$ cat config.mk
export PLATFORM = sky130hd
export DESIGN_NAME = riscv_multi_cycle_controller_flat
export DESIGN_NICKNAME = d
export VERILOG_FILES = /design/src/rtl/riscv_mc_pkg.sv /design/src/rtl/riscv_multi_cycle_controller_if.sv /design/src/rtl/riscv_mc_alu_decoder.sv /design/src/rtl/riscv_multi_cycle_controller.sv /design/src/flat_wrapper.sv
export SDC_FILE = /design/constraint.sdc
export NUM_CORES = 1
export LEC_CHECK = 0
export ABC_AREA = 1
export ABC_CLOCK_PERIOD_IN_PS = 1700
export BUFFER_PORTS_ARGS = -buffer_cell sky130_fd_sc_hd__buf_2
export CAP_MARGIN = 10
export CORE_MARGIN = 2
export CORE_UTILIZATION = 35
export CTS_CLUSTER_DIAMETER = 120
export CTS_CLUSTER_SIZE = 14
export DETAILED_ROUTE_END_ITERATION = 10
export HOLD_SLACK_MARGIN = 0.15
export MAX_ROUTING_LAYER = met4
export PLACE_DENSITY = 0.65
export REMOVE_ABC_BUFFERS = 1
export SETUP_SLACK_MARGIN = 0.15
export SLEW_MARGIN = 20
export SYNTH_ARGS = -nofsm -noshare
export SYNTH_HDL_FRONTEND = slang
export SYNTH_SLANG_ARGS = --single-unit
export TNS_END_PERCENT = 30
$ cat constraint.sdc
create_clock -name clk -period 1.7 [get_ports clk]
set_input_delay 0.17 -clock clk [delete_from_list [all_inputs] [get_ports clk]]
set_output_delay 0.17 -clock clk [all_outputs]
set_load 0.01 [all_outputs]
$ cat src/rtl/riscv_mc_pkg.sv
// Shared encodings for the RV32I multi-cycle controller: FSM states, opcodes
// and the datapath select codes driven by the controller.
package riscv_mc_pkg;

  typedef enum logic [3:0] {
    ST_FETCH, ST_DECODE, ST_MEM_ADR, ST_MEM_READ, ST_MEM_WB, ST_MEM_WRITE,
    ST_EXEC_R, ST_EXEC_I, ST_ALU_WB, ST_BRANCH, ST_JAL, ST_JALR,
    ST_JALR_LINK, ST_LUI, ST_ERROR
  } state_e;

  localparam logic [6:0] OPC_LOAD   = 7'b0000011;
  localparam logic [6:0] OPC_STORE  = 7'b0100011;
  localparam logic [6:0] OPC_OP     = 7'b0110011;
  localparam logic [6:0] OPC_OP_IMM = 7'b0010011;
  localparam logic [6:0] OPC_BRANCH = 7'b1100011;
  localparam logic [6:0] OPC_JAL    = 7'b1101111;
  localparam logic [6:0] OPC_JALR   = 7'b1100111;
  localparam logic [6:0] OPC_LUI    = 7'b0110111;

  localparam logic [2:0] F3_BEQ = 3'b000;
  localparam logic [2:0] F3_BNE = 3'b001;
  localparam logic [2:0] F3_BLT = 3'b100;
  localparam logic [2:0] F3_BGE = 3'b101;

  typedef enum logic [2:0] {
    ALU_ADD = 3'b000, ALU_SUB = 3'b001, ALU_AND = 3'b010, ALU_OR = 3'b011,
    ALU_SLT = 3'b100, ALU_SLTU = 3'b101, ALU_XOR = 3'b110
  } alu_cntl_e;

  typedef enum logic [2:0] {
    IMM_I = 3'b000, IMM_S = 3'b001, IMM_B = 3'b010, IMM_J = 3'b011, IMM_U = 3'b100
  } imm_src_e;

  typedef enum logic [1:0] {
    RES_ALU_OUT = 2'b00, RES_DATA = 2'b01, RES_ALU = 2'b10, RES_IMM = 2'b11
  } result_src_e;

  typedef enum logic [1:0] {
    SRC_A_PC = 2'b00, SRC_A_OLD_PC = 2'b01, SRC_A_RS1 = 2'b10
  } src_a_e;

  typedef enum logic [1:0] {
    SRC_B_RS2 = 2'b00, SRC_B_IMM = 2'b01, SRC_B_FOUR = 2'b10
  } src_b_e;

  // States that hold a memory request open until mem_ready.
  function automatic logic is_wait_state(state_e s);
    return s inside {ST_FETCH, ST_MEM_READ, ST_MEM_WRITE};
  endfunction

endpackage

$ cat src/rtl/riscv_multi_cycle_controller_if.sv
// Memory handshake between the multi-cycle controller (master) and the
// shared instruction/data memory (slave).
interface riscv_multi_cycle_controller_if;
  logic mem_req;
  logic mem_write;
  logic adr_src;
  logic mem_ready;

  modport master (output mem_req, output mem_write, output adr_src, input mem_ready);
  modport slave  (input mem_req, input mem_write, input adr_src, output mem_ready);
endinterface

$ cat src/rtl/riscv_mc_alu_decoder.sv
// Combinational instruction decoder: ALU operation, immediate format and a
// legality flag derived from opc/func3/func7.
module riscv_mc_alu_decoder
  import riscv_mc_pkg::*;
(
  input  logic [6:0] opc,
  input  logic [2:0] func3,
  input  logic [6:0] func7,
  output logic [2:0] alu_cntl,
  output logic [2:0] imm_src,
  output logic       legal
);

  alu_cntl_e arith_op;
  logic      arith_ok;

  always_comb begin
    arith_op = ALU_ADD;
    arith_ok = 1'b1;
    case (func3)
      3'b000:  arith_op = ALU_ADD;
      3'b111:  arith_op = ALU_AND;
      3'b110:  arith_op = ALU_OR;
      3'b100:  arith_op = ALU_XOR;
      3'b010:  arith_op = ALU_SLT;
      3'b011:  arith_op = ALU_SLTU;
      default: arith_ok = 1'b0;
    endcase
  end

  always_comb begin
    alu_cntl = ALU_ADD;
    imm_src  = IMM_I;
    legal    = 1'b0;
    case (opc)
      OPC_LOAD:   legal = 1'b1;
      OPC_STORE:  begin imm_src = IMM_S; legal = 1'b1; end
      OPC_OP: begin
        // func7[5] selects sub only for func3 000; it is ignored for the logic ops.
        alu_cntl = (func3 == 3'b000 && func7[5]) ? ALU_SUB : arith_op;
        legal    = arith_ok && (func7 == 7'b0000000 || func7 == 7'b0100000);
      end
      OPC_OP_IMM: begin alu_cntl = arith_op; legal = arith_ok; end
      OPC_BRANCH: begin
        alu_cntl = ALU_SUB;
        imm_src  = IMM_B;
        legal    = func3 inside {F3_BEQ, F3_BNE, F3_BLT, F3_BGE};
      end
      OPC_JAL:    begin imm_src = IMM_J; legal = 1'b1; end
      OPC_JALR:   legal = 1'b1;
      OPC_LUI:    begin imm_src = IMM_U; legal = 1'b1; end
      default:    legal = 1'b0;
    endcase
  end

endmodule

$ cat src/rtl/riscv_multi_cycle_controller.sv
// Moore-FSM control unit for the shared-memory RV32I multi-cycle datapath.
// Optional performance counters are built when RISCV_MC_PERF_CNT_EN is defined.
module riscv_multi_cycle_controller
  import riscv_mc_pkg::*;
#(
  parameter int MEM_TIMEOUT = 16,
  parameter int TMO_W       = 8
`ifdef RISCV_MC_PERF_CNT_EN
  , parameter int CNT_W     = 32
`endif
) (
  input  logic       clk,
  input  logic       rst,
  input  logic [6:0] opc,
  input  logic [2:0] func3,
  input  logic [6:0] func7,
  input  logic       zero,
  input  logic       pos,
  riscv_multi_cycle_controller_if.master mem,
  output logic       ir_write,
  output logic       pc_write,
  output logic       reg_write,
  output logic [1:0] alu_src_a,
  output logic [1:0] alu_src_b,
  output logic [2:0] alu_cntl,
  output logic [1:0] result_src,
  output logic [2:0] imm_src,
  output logic       error
`ifdef RISCV_MC_PERF_CNT_EN
  , output logic [CNT_W-1:0] cycle_cnt
  , output logic [CNT_W-1:0] instret_cnt
`endif
);

  localparam logic [TMO_W-1:0] TMO_LAST = TMO_W'(MEM_TIMEOUT - 1);

  state_e           state, state_next;
  logic [TMO_W-1:0] tmo_cnt;
  logic             tmo_hit, branch_taken;
  logic             mem_req_s, mem_write_s, adr_src_s;
  logic [2:0]       dec_alu_cntl, dec_imm_src;
  logic             dec_legal;

  riscv_mc_alu_decoder u_alu_decoder (
    .opc      (opc),
    .func3    (func3),
    .func7    (func7),
    .alu_cntl (dec_alu_cntl),
    .imm_src  (dec_imm_src),
    .legal    (dec_legal)
  );

  // A ready in the firing cycle wins: the access completes instead of faulting.
  assign tmo_hit = (MEM_TIMEOUT != 0) && !mem.mem_ready && (tmo_cnt == TMO_LAST);

  always_comb begin
    case (func3)
      F3_BEQ:  branch_taken = zero;
      F3_BNE:  branch_taken = !zero;
      F3_BLT:  branch_taken = !pos;
      F3_BGE:  branch_taken = pos;
      default: branch_taken = 1'b0;
    endcase
  end

  // NOTE: async reset with non-blocking updates keeps every register sampling the pre-edge values.
  always_ff @(posedge clk or posedge rst) begin
    if (rst) begin
      state   <= ST_FETCH;
      tmo_cnt <= '0;
    end else begin
      state <= state_next;
      if (state_next != state)
        tmo_cnt <= '0;
      else if (is_wait_state(state) && !mem.mem_ready)
        tmo_cnt <= tmo_cnt + 1'b1;
    end
  end

  always_comb begin
    // NOTE: every output and the next state get a default first so no path infers a latch.
    state_next  = state;
    mem_req_s   = 1'b0;
    mem_write_s = 1'b0;
    adr_src_s   = 1'b0;
    ir_write    = 1'b0;
    pc_write    = 1'b0;
    reg_write   = 1'b0;
    alu_src_a   = SRC_A_PC;
    alu_src_b   = SRC_B_RS2;
    alu_cntl    = ALU_ADD;
    result_src  = RES_ALU_OUT;
    imm_src     = IMM_I;
    error       = 1'b0;
    case (state)
      ST_FETCH: begin
        mem_req_s  = 1'b1;
        alu_src_b  = SRC_B_FOUR;
        result_src = RES_ALU;
        if (mem.mem_ready) begin
          ir_write   = 1'b1;
          pc_write   = 1'b1;
          state_next = ST_DECODE;
        end else if (tmo_hit) begin
          state_next = ST_ERROR;
        end
      end
      ST_DECODE: begin
        alu_src_a = SRC_A_OLD_PC;
        alu_src_b = SRC_B_IMM;
        imm_src   = dec_imm_src;
        if (!dec_legal) state_next = ST_ERROR;
        else begin
          case (opc)
            OPC_LOAD, OPC_STORE: state_next = ST_MEM_ADR;
            OPC_OP:              state_next = ST_EXEC_R;
            OPC_OP_IMM:          state_next = ST_EXEC_I;
            OPC_BRANCH:          state_next = ST_BRANCH;
            OPC_JAL:             state_next = ST_JAL;
            OPC_JALR:            state_next = ST_JALR;
            OPC_LUI:             state_next = ST_LUI;
            default:             state_next = ST_ERROR;
          endcase
        end
      end
      ST_MEM_ADR: begin
        alu_src_a  = SRC_A_RS1;
        alu_src_b  = SRC_B_IMM;
        imm_src    = dec_imm_src;
        state_next = (opc == OPC_STORE) ? ST_MEM_WRITE : ST_MEM_READ;
      end
      ST_MEM_READ: begin
        mem_req_s = 1'b1;
        adr_src_s = 1'b1;
        if (mem.mem_ready) state_next = ST_MEM_WB;
        else if (tmo_hit)  state_next = ST_ERROR;
      end
      ST_MEM_WB: begin
        result_src = RES_DATA;
        reg_write  = 1'b1;
        state_next = ST_FETCH;
      end
      ST_MEM_WRITE: begin
        mem_req_s   = 1'b1;
        mem_write_s = 1'b1;
        adr_src_s   = 1'b1;
        if (mem.mem_ready) state_next = ST_FETCH;
        else if (tmo_hit)  state_next = ST_ERROR;
      end
      ST_EXEC_R: begin
        alu_src_a  = SRC_A_RS1;
        alu_cntl   = dec_alu_cntl;
        state_next = ST_ALU_WB;
      end
      ST_EXEC_I: begin
        alu_src_a  = SRC_A_RS1;
        alu_src_b  = SRC_B_IMM;
        alu_cntl   = dec_alu_cntl;
        imm_src    = dec_imm_src;
        state_next = ST_ALU_WB;
      end
      ST_ALU_WB: begin
        reg_write  = 1'b1;
        state_next = ST_FETCH;
      end
      ST_BRANCH: begin
        alu_src_a  = SRC_A_RS1;
        alu_cntl   = ALU_SUB;
        pc_write   = branch_taken;
        state_next = ST_FETCH;
      end
      ST_JAL: begin
        alu_src_a  = SRC_A_OLD_PC;
        alu_src_b  = SRC_B_FOUR;
        pc_write   = 1'b1;
        state_next = ST_ALU_WB;
      end
      ST_JALR: begin
        alu_src_a  = SRC_A_RS1;
        alu_src_b  = SRC_B_IMM;
        imm_src    = dec_imm_src;
        result_src = RES_ALU;
        pc_write   = 1'b1;
        state_next = ST_JALR_LINK;
      end
      ST_JALR_LINK: begin
        alu_src_a  = SRC_A_OLD_PC;
        alu_src_b  = SRC_B_FOUR;
        result_src = RES_ALU;
        reg_write  = 1'b1;
        state_next = ST_FETCH;
      end
      ST_LUI: begin
        imm_src    = IMM_U;
        result_src = RES_IMM;
        reg_write  = 1'b1;
        state_next = ST_FETCH;
      end
      ST_ERROR: error = 1'b1;
      default:  state_next = ST_ERROR;
    endcase
    // Outputs are forced low for the whole reset pulse, including mid-access.
    if (rst) begin
      mem_req_s   = 1'b0;
      mem_write_s = 1'b0;
      adr_src_s   = 1'b0;
      ir_write    = 1'b0;
      pc_write    = 1'b0;
      reg_write   = 1'b0;
      alu_src_a   = '0;
      alu_src_b   = '0;
      alu_cntl    = '0;
      result_src  = '0;
      imm_src     = '0;
      error       = 1'b0;
    end
  end

  assign mem.mem_req   = mem_req_s;
  assign mem.mem_write = mem_write_s;
  assign mem.adr_src   = adr_src_s;

`ifdef RISCV_MC_PERF_CNT_EN
  always_ff @(posedge clk or posedge rst) begin
    if (rst) begin
      cycle_cnt   <= '0;
      instret_cnt <= '0;
    end else begin
      if (state != ST_ERROR)
        cycle_cnt <= cycle_cnt + 1'b1;
      if (state_next == ST_FETCH && state != ST_FETCH)
        instret_cnt <= instret_cnt + 1'b1;
    end
  end
`endif

endmodule

$ cat src/flat_wrapper.sv
// flat-port wrapper written by rule: the top's interface ports become plain ports
module riscv_multi_cycle_controller_flat import riscv_mc_pkg::*;
#(
  parameter int MEM_TIMEOUT = 16,
  parameter int TMO_W       = 8

)
  (clk, rst, opc, func3, func7, zero, pos, ir_write, pc_write, reg_write, alu_src_a, alu_src_b, alu_cntl, result_src, imm_src, error, mem_mem_req, mem_mem_write, mem_adr_src, mem_mem_ready);
  riscv_multi_cycle_controller_if mem_i ();
  input  logic clk;
  input  logic rst;
  input  logic [6:0] opc;
  input  logic [2:0] func3;
  input  logic [6:0] func7;
  input  logic zero;
  input  logic pos;
  output logic ir_write;
  output logic pc_write;
  output logic reg_write;
  output logic [1:0] alu_src_a;
  output logic [1:0] alu_src_b;
  output logic [2:0] alu_cntl;
  output logic [1:0] result_src;
  output logic [2:0] imm_src;
  output logic error;
  output wire logic [$bits(mem_i.mem_req)-1:0] mem_mem_req;
  output wire logic [$bits(mem_i.mem_write)-1:0] mem_mem_write;
  output wire logic [$bits(mem_i.adr_src)-1:0] mem_adr_src;
  input wire logic [$bits(mem_i.mem_ready)-1:0] mem_mem_ready;
  assign mem_mem_req = mem_i.mem_req;
  assign mem_mem_write = mem_i.mem_write;
  assign mem_adr_src = mem_i.adr_src;
  assign mem_i.mem_ready = mem_mem_ready;
  riscv_multi_cycle_controller #(.MEM_TIMEOUT(MEM_TIMEOUT), .TMO_W(TMO_W)) u_core (.clk(clk), .rst(rst), .opc(opc), .func3(func3), .func7(func7), .zero(zero), .pos(pos), .mem(mem_i), .ir_write(ir_write), .pc_write(pc_write), .reg_write(reg_write), .alu_src_a(alu_src_a), .alu_src_b(alu_src_b), .alu_cntl(alu_cntl), .result_src(result_src), .imm_src(imm_src), .error(error));
endmodule
==> results of run 1 <==
==> metal layers <==
layer | vias up | track usage, %
met5 | - | -
met4 | 0 | 3.92
met3 | 8 | 2.27
met2 | 43 | 35.1
met1 | 849 | 25.6
li1 | 943 | -
==> registers in the layout, summed over array words and instances (netlist names) <==
name,flops
u_core.tmo_cnt,8
u_core.state,4
==> critical path: stages (launching register included) <==
cell	delay, ns
dfrtp_2	0.44
inv_2	0.10
nor2_4	0.05
buf_6	0.12
nand2_4	0.07
nand2_4	0.07
nor2_4	0.16
nor2_8	0.06
a21oi_4	0.14
nand2_2	0.08
nand2_1	0.07
nand2_1	0.06
nor2_2	0.14
nand2_4	0.12
nor2_2	0.11
==> power breakdown <==
| group | total, mW | switching (mW) | internal, mW |
|---|---|---|---|
| Sequential | 0.444 | 0.0999 | 0.344 |
| Combinational | 2.45 | 1.29 | 1.15 |
| Clock | 0.313 | 0.108 | 0.205 |
| Total | 3.20 | 1.50 | 1.70 |
==> cell usage after synthesis (3+ instances only) <==
library cell	count	area, µm²
nand2_4	3	33.8
xor2_1	6	52.6
nor2_4	3	33.8
a21oi_1	10	50.1
nand4_1	4	25.0
nor2_2	15	93.8
inv_1	35	131
nand2_2	7	43.8
nand2_1	59	221
dfrtp_1	12	300
nor2_1	38	143
nor3_1	5	25.0
nand3_1	14	70.1
==> per-stage QoR <==
step / worst slack, ns / hold slack (ns)
after global routing: -0.298 / 0.573
after floorplan: 0.0108 / 0.0675
final: -0.181 / 0.511
after global placement: -0.0192 / 0.299
after detailed placement: -0.129 / 0.310
after CTS: -0.107 / 0.526
==> repair_timing <==
action                                  in CTS  in global routing
pin swaps                                   14                 15
buffers inserted                            12                  6
gates resized for setup                     45                 17
cloned                                       0                  0
endpoints found under the setup margin      25                 31
endpoints found under the hold margin       12                  0
hold buffers                                 2                  0
==> cell families (layout without fill, tap and decap cells) <==
| logic type | Yosys count | after routing | share of synthesized area (%) |
|---|---|---|---|
| xor gates and xnor gates | 7 | 7 | 4.18 |
| muxes | 1 | 1 | 0.683 |
| buffers and inverters | 40 | 136 | 11.4 |
| and+or+nand+nor | 153 | 153 | 50.9 |
| DFF | 12 | 12 | 20.5 |
| AOI/OAI and AO/OA | 24 | 24 | 11.4 |
| adders and majority gates | 1 | 1 | 0.854 |
==> cell type report <==
class                   count  area share (%)
multi-input cells         186            48.8
repair buffers             95            27.1
clock buffers               4            2.33
flip-flops and latches     12            12.9
well taps                  50            2.65
inverters                  37            6.10
==> final timing paths <==
| kind | cells after the start | from | slack, ns | to |
|---|---|---|---|---|
| worst min-delay path | 5 | mem_mem_ready | 0.51 | u_core.tmo_cnt[3] |
| min in group asynchronous | 4 | rst | 0.70 | u_core.tmo_cnt[2] |
| max in group asynchronous | 4 | rst | 0.70 | u_core.state[2] |
| worst max-delay path | 14 | u_core.state[0] | -0.18 | u_core.tmo_cnt[7] |
| worst max register to register | 14 | u_core.state[0] | -0.18 | u_core.tmo_cnt[7] |
| worst min register to register | 2 | u_core.tmo_cnt[7] | 0.55 | u_core.tmo_cnt[7] |
==> metrics.txt, run 1 <==
nets@finish=358; RSZ-0062 raised after global routing=yes; drt pass-1 iters=4; Final HPWL DP=3160 µm; Peak VDD IR=0.507 mV; Power Density=1360 nW/µm²; Synthesis Warnings=0; post-layout power=3.20 mW; kind of end point of the critical path=flop; status=finished, violations left; footprint of the multi-input gates=1150 µm²; Core Region=4030 µm²; CTS tree=done; first-pass GRT wire length=7200 µm; Static Leak=1.28 nW; DRT met1 WL=2160 µm; synthesized cell area=1470 µm²; Fillers=356; Layout Cells excl Fill=384; CTS Buf Count=3; Top FF cell, synth=dfrtp_1; gpl congestion=0.850; met3 wire len=144 µm; Diodes inserted=0; # rows=23; leading cell type in the layout, fill and taps excluded=nand2_1; final instance area=2360 µm²; Worst Tran Pin Value=0.331 ns; fin worst setup slack=-0.181 ns; Max Cap Viol=0; Die X=68.7 µm; post-synthesis cell count=238; Fin Clk Skew=0.00720 ns; Setup TNS Final=-2.45 ns; CP Max Fanout=8; layout cells sized above 1=53.3%; Synth cell types=34; HP Class=input pin to flop; Tmin final=1.88 ns; later-pin clock latency in the skew report=0.25 ns; Final Cycle Share=111%; Crit Path Category=flop to flop; WL/cell=12.3 µm; antenna violations before repair=0; final hold violation count=0; commonest non-fill, non-tap cells in the layout=nand2_1 (52), buf_4 (47), buf_2 (40), nor2_1 (28), inv_1 (25); met2 WL=2370 µm; Die Height=68.7 µm; Placed Cells incl. Taps=360; clock buffer depth=2; Synth Register Bits=12; die area=4720 µm²; Global Route Usage Sum=20.2%; fmax=532 MHz; top layer in use=met4; routed vias=1,843; Worst Path Arrival=2.06 ns; Remaining DRCs=0; Seq/Total Area, Yosys=20.5%; fin. max-slew vios=0; vias in the first global route=1,635; Root Driver=clkbuf_8; via density per instance=4.80; total gr overflow=0; critical path required time=1.88 ns; Setup Viol. Count Final=22; Routed Antenna Nets=0; DRT Wirelength=4720 µm; Syn Area/Cell=6.16 µm²; failing checks=setup timing; Post-synth ARST share=100%; max-slew headroom at the worst pin=77.9%; Worst setup SP type=flop; H-Tree Depth=1; Area growth syn-to-layout=61.1%; clk sink count=12; Top Ports=41; Reg area=305 µm²; EDFF count, synth=0; Buffers on Ports=40; drt first-iter violations=121; Reg clk slew, reported paths=0.06 ns; Placed Area=1960 µm²; final core occ=58.6%; initial core utilization=36.4%; largest net degree at the start of global routing=14
(Power assumes the default switching activity.)
==> run 2, diff against run 1 <==
--- a/config.mk
+++ b/config.mk
@@ -16,7 +16,7 @@
 export DETAILED_ROUTE_END_ITERATION = 10
 export HOLD_SLACK_MARGIN = 0.15
 export MAX_ROUTING_LAYER = met4
-export PLACE_DENSITY = 0.65
+export PLACE_DENSITY = 0.67
 export REMOVE_ABC_BUFFERS = 1
 export SETUP_SLACK_MARGIN = 0.15
 export SLEW_MARGIN = 20
==> run 2 against run 1 <==
Net effect: the run still ends with setup timing left; routed wire length fell by 6.7%; register-to-register slack about the same; worst setup slack improved by 0.0034 ns; highest routed layer unchanged; clock power is 20% lower; critical endpoint is now u_core.tmo_cnt[3]; design area shrank 1.5%.
==> metrics.txt, run 2 (synthesized netlist as in run 1, its figures left out) <==
RSZ-0062 raised after global routing=yes (unchanged); switch share=48.6% (was 46.9%); Static Leak=1.22 nW (was 1.28 nW); met2 Use GR=32.7% (was 35.1%); antenna violations before repair=0 (unchanged); post-layout power=2.95 mW (was 3.20 mW); Setup TNS Final=-1.68 ns (was -2.45 ns); largest net degree at the start of global routing=14 (unchanged); DRT Wirelength=4400 µm (was 4720 µm); gpl congestion=0.891 (was 0.850); Root Driver=clkbuf_8 (unchanged); via density per instance=4.76 (was 4.80); GR peak layer=met2 (unchanged); Seq pwr share=15.2% (was 13.9%); max reg flops=8 (unchanged); drt pass-1 iters=4 (unchanged); Setup Viol. Count Final=16 (was 22); dpl ws=-0.158 ns (was -0.129 ns); routed vias=1,775 (was 1,843); HP Class=input pin to async pin (was input pin to flop); failing checks=setup timing (unchanged); Reg clk slew, reported paths=0.05 ns (was 0.06 ns); kind of end point of the critical path=flop (unchanged); Crit Path Category=flop to flop (unchanged); later-pin clock latency in the skew report=0.24 ns (was 0.25 ns); Die Height=68.7 µm (unchanged); commonest non-fill, non-tap cells in the layout=nand2_1 (52), buf_4 (40), buf_2 (38), nor2_1 (30), inv_1 (23) (was nand2_1 (52), buf_4 (47), buf_2 (40), nor2_1 (28), inv_1 (25)); Routed Antenna Nets=0 (unchanged); Global Route Usage Sum=20.0% (was 20.2%); most flop-heavy register=u_core.tmo_cnt (unchanged); clk sink count=12 (unchanged); Switch Pwr=1.43 mW (was 1.50 mW); H-Tree Depth=1 (unchanged); final hold violation count=0 (unchanged); first-pass GRT wire length=7050 µm (was 7200 µm); Max Cap Viol=0 (unchanged); total gr overflow=0 (unchanged); Buffers on Ports=40 (unchanged); CP delay by family, top=simple AND/OR/NAND/NOR gates (unchanged); Tmin final=1.88 ns (about the same); fmax=533 MHz (was 532 MHz); Core Region=4030 µm² (unchanged); combinational power share=76.3% (was 76.4%); Worst Path Arrival=2.05 ns (was 2.06 ns); Top Registers=u_core.tmo_cnt: 8 flops, u_core.state: 4 flops (unchanged); # rows=23 (unchanged); final core occ=57.7% (was 58.6%); Fillers=375 (was 356); Top Ports=41 (unchanged); Setup crit start=u_core.state[0] (unchanged); fin worst setup slack=-0.178 ns (was -0.181 ns); crit-path cells=buf_6, nor2_4, nand2_2, buf_6, o211ai_1, nor2_2, nand3_1, nand2_1, nor2_2, nand2_4, nor2_4 (was inv_2, nor2_4, buf_6, nand2_4, nand2_4, nor2_4, nor2_8, a21oi_4, nand2_2, nand2_1, nand2_1, nor2_2, nand2_4, nor2_2); WL/cell=11.8 µm (was 12.3 µm); M1 GR Usage=26.9% (was 25.6%); Worst setup SP type=flop (unchanged); global-route met3 utilization=2.92% (was 2.27%); clock buffer depth=2 (unchanged); layout cells sized above 1=52.9% (was 53.3%); Final Cycle Share=110% (was 111%); WP buf/inv=2 (unchanged); drt first-iter violations=148 (was 121); nets@finish=348 (was 358); hold_ws=0.272 ns (was 0.511 ns); Worst Tran Pin Value=0.303 ns (was 0.331 ns); die area=4720 µm² (unchanged); Fin Clk Skew=0.00212 ns (was 0.00720 ns); Crit path largest cell delay=0.46 ns (was 0.44 ns); critical path required time=1.88 ns (about the same); worst flop-to-flop path startpoint=u_core.state[0] (unchanged); Area growth syn-to-layout=58.7% (was 61.1%); leading cell type in the layout, fill and taps excluded=nand2_1 (unchanged); Peak VDD IR=0.527 mV (was 0.507 mV); max-slew headroom at the worst pin=79.6% (was 77.9%); P_int=1.51 mW (was 1.70 mW); CTS Buf Count=3 (unchanged); Clk pwr share=8.5% (was 9.8%); fin. max-slew vios=0 (unchanged); status=finished, violations left (unchanged); Final HPWL DP=3100 µm (was 3160 µm); CP Max Fanout=8 (unchanged); Die X=68.7 µm (unchanged); CTS tree=done (unchanged); Remaining DRCs=0 (unchanged); slowest cell on the critical path=dfrtp_2 (unchanged); vias in the first global route=1,614 (was 1,635); initial core utilization=36.4% (unchanged); Power Density=1270 nW/µm² (was 1360 nW/µm²); Diodes inserted=0 (unchanged)
[run 2: power by group through the flow]
stage          logic, mW  registers [mW]  clock network, mW
2_1_floorplan       1.04           0.409                  0
3_3_place_gp        1.70           0.412                  0
3_5_place_dp        1.71           0.415                  0
4_1_cts             1.96           0.427              0.262
5_1_grt             2.46           0.452              0.278
6_report            2.25           0.446              0.251
[run 2: through the flow]
stage,cell area [µm²],instances
2_1_floorplan,1440,235
3_3_place_gp,1950,357
3_5_place_dp,1950,357
4_1_cts,2160,369
5_1_grt,2320,373
6_report,2320,373
[run 2: layer usage]
layer  share of wire [%]  vias to the layer above
li1                    -                      919
met1                  47                      806
met2                  48                       47
met3                 4.3                        3
met4                0.39                        0
met5                   0                        -
[run 2: cell type report]
cell class	count	area (µm²)	share of cell area [%]
Timing Repair Buffer	85	578	24.9
Tap cell	50	62.6	2.69
Sequential cell	12	305	13.1
Multi-Input combinational cell	186	1190	51.3
Inverter	37	144	6.19
Clock buffer	3	41.3	1.78
[run 2: worst paths after layout]
path	slack, ns	endpoint	depth (start not counted)
setup / recovery	-0.18	u_core.tmo_cnt[3]	11
hold / removal	0.27	u_core.state[3]	3
setup reg to reg	-0.18	u_core.tmo_cnt[3]	11
hold reg to reg	0.59	u_core.tmo_cnt[7]	2
min in group clk	0.46	u_core.state[0]	6
max in group asynchronous	1.25	u_core.state[1]	3
[run 2: repair_timing]
item / CTS / global route
pin swaps: 21 / 13
endpoints found under the setup margin: 26 / 28
hold buffers: 0 / 0
setup buffers: 9 / 4
gates resized for setup: 36 / 33
[run 2: worst min-delay path, cell delays in order]
cell	delay [ns]
buf_2	0.19
inv_1	0.23
buf_4	0.26
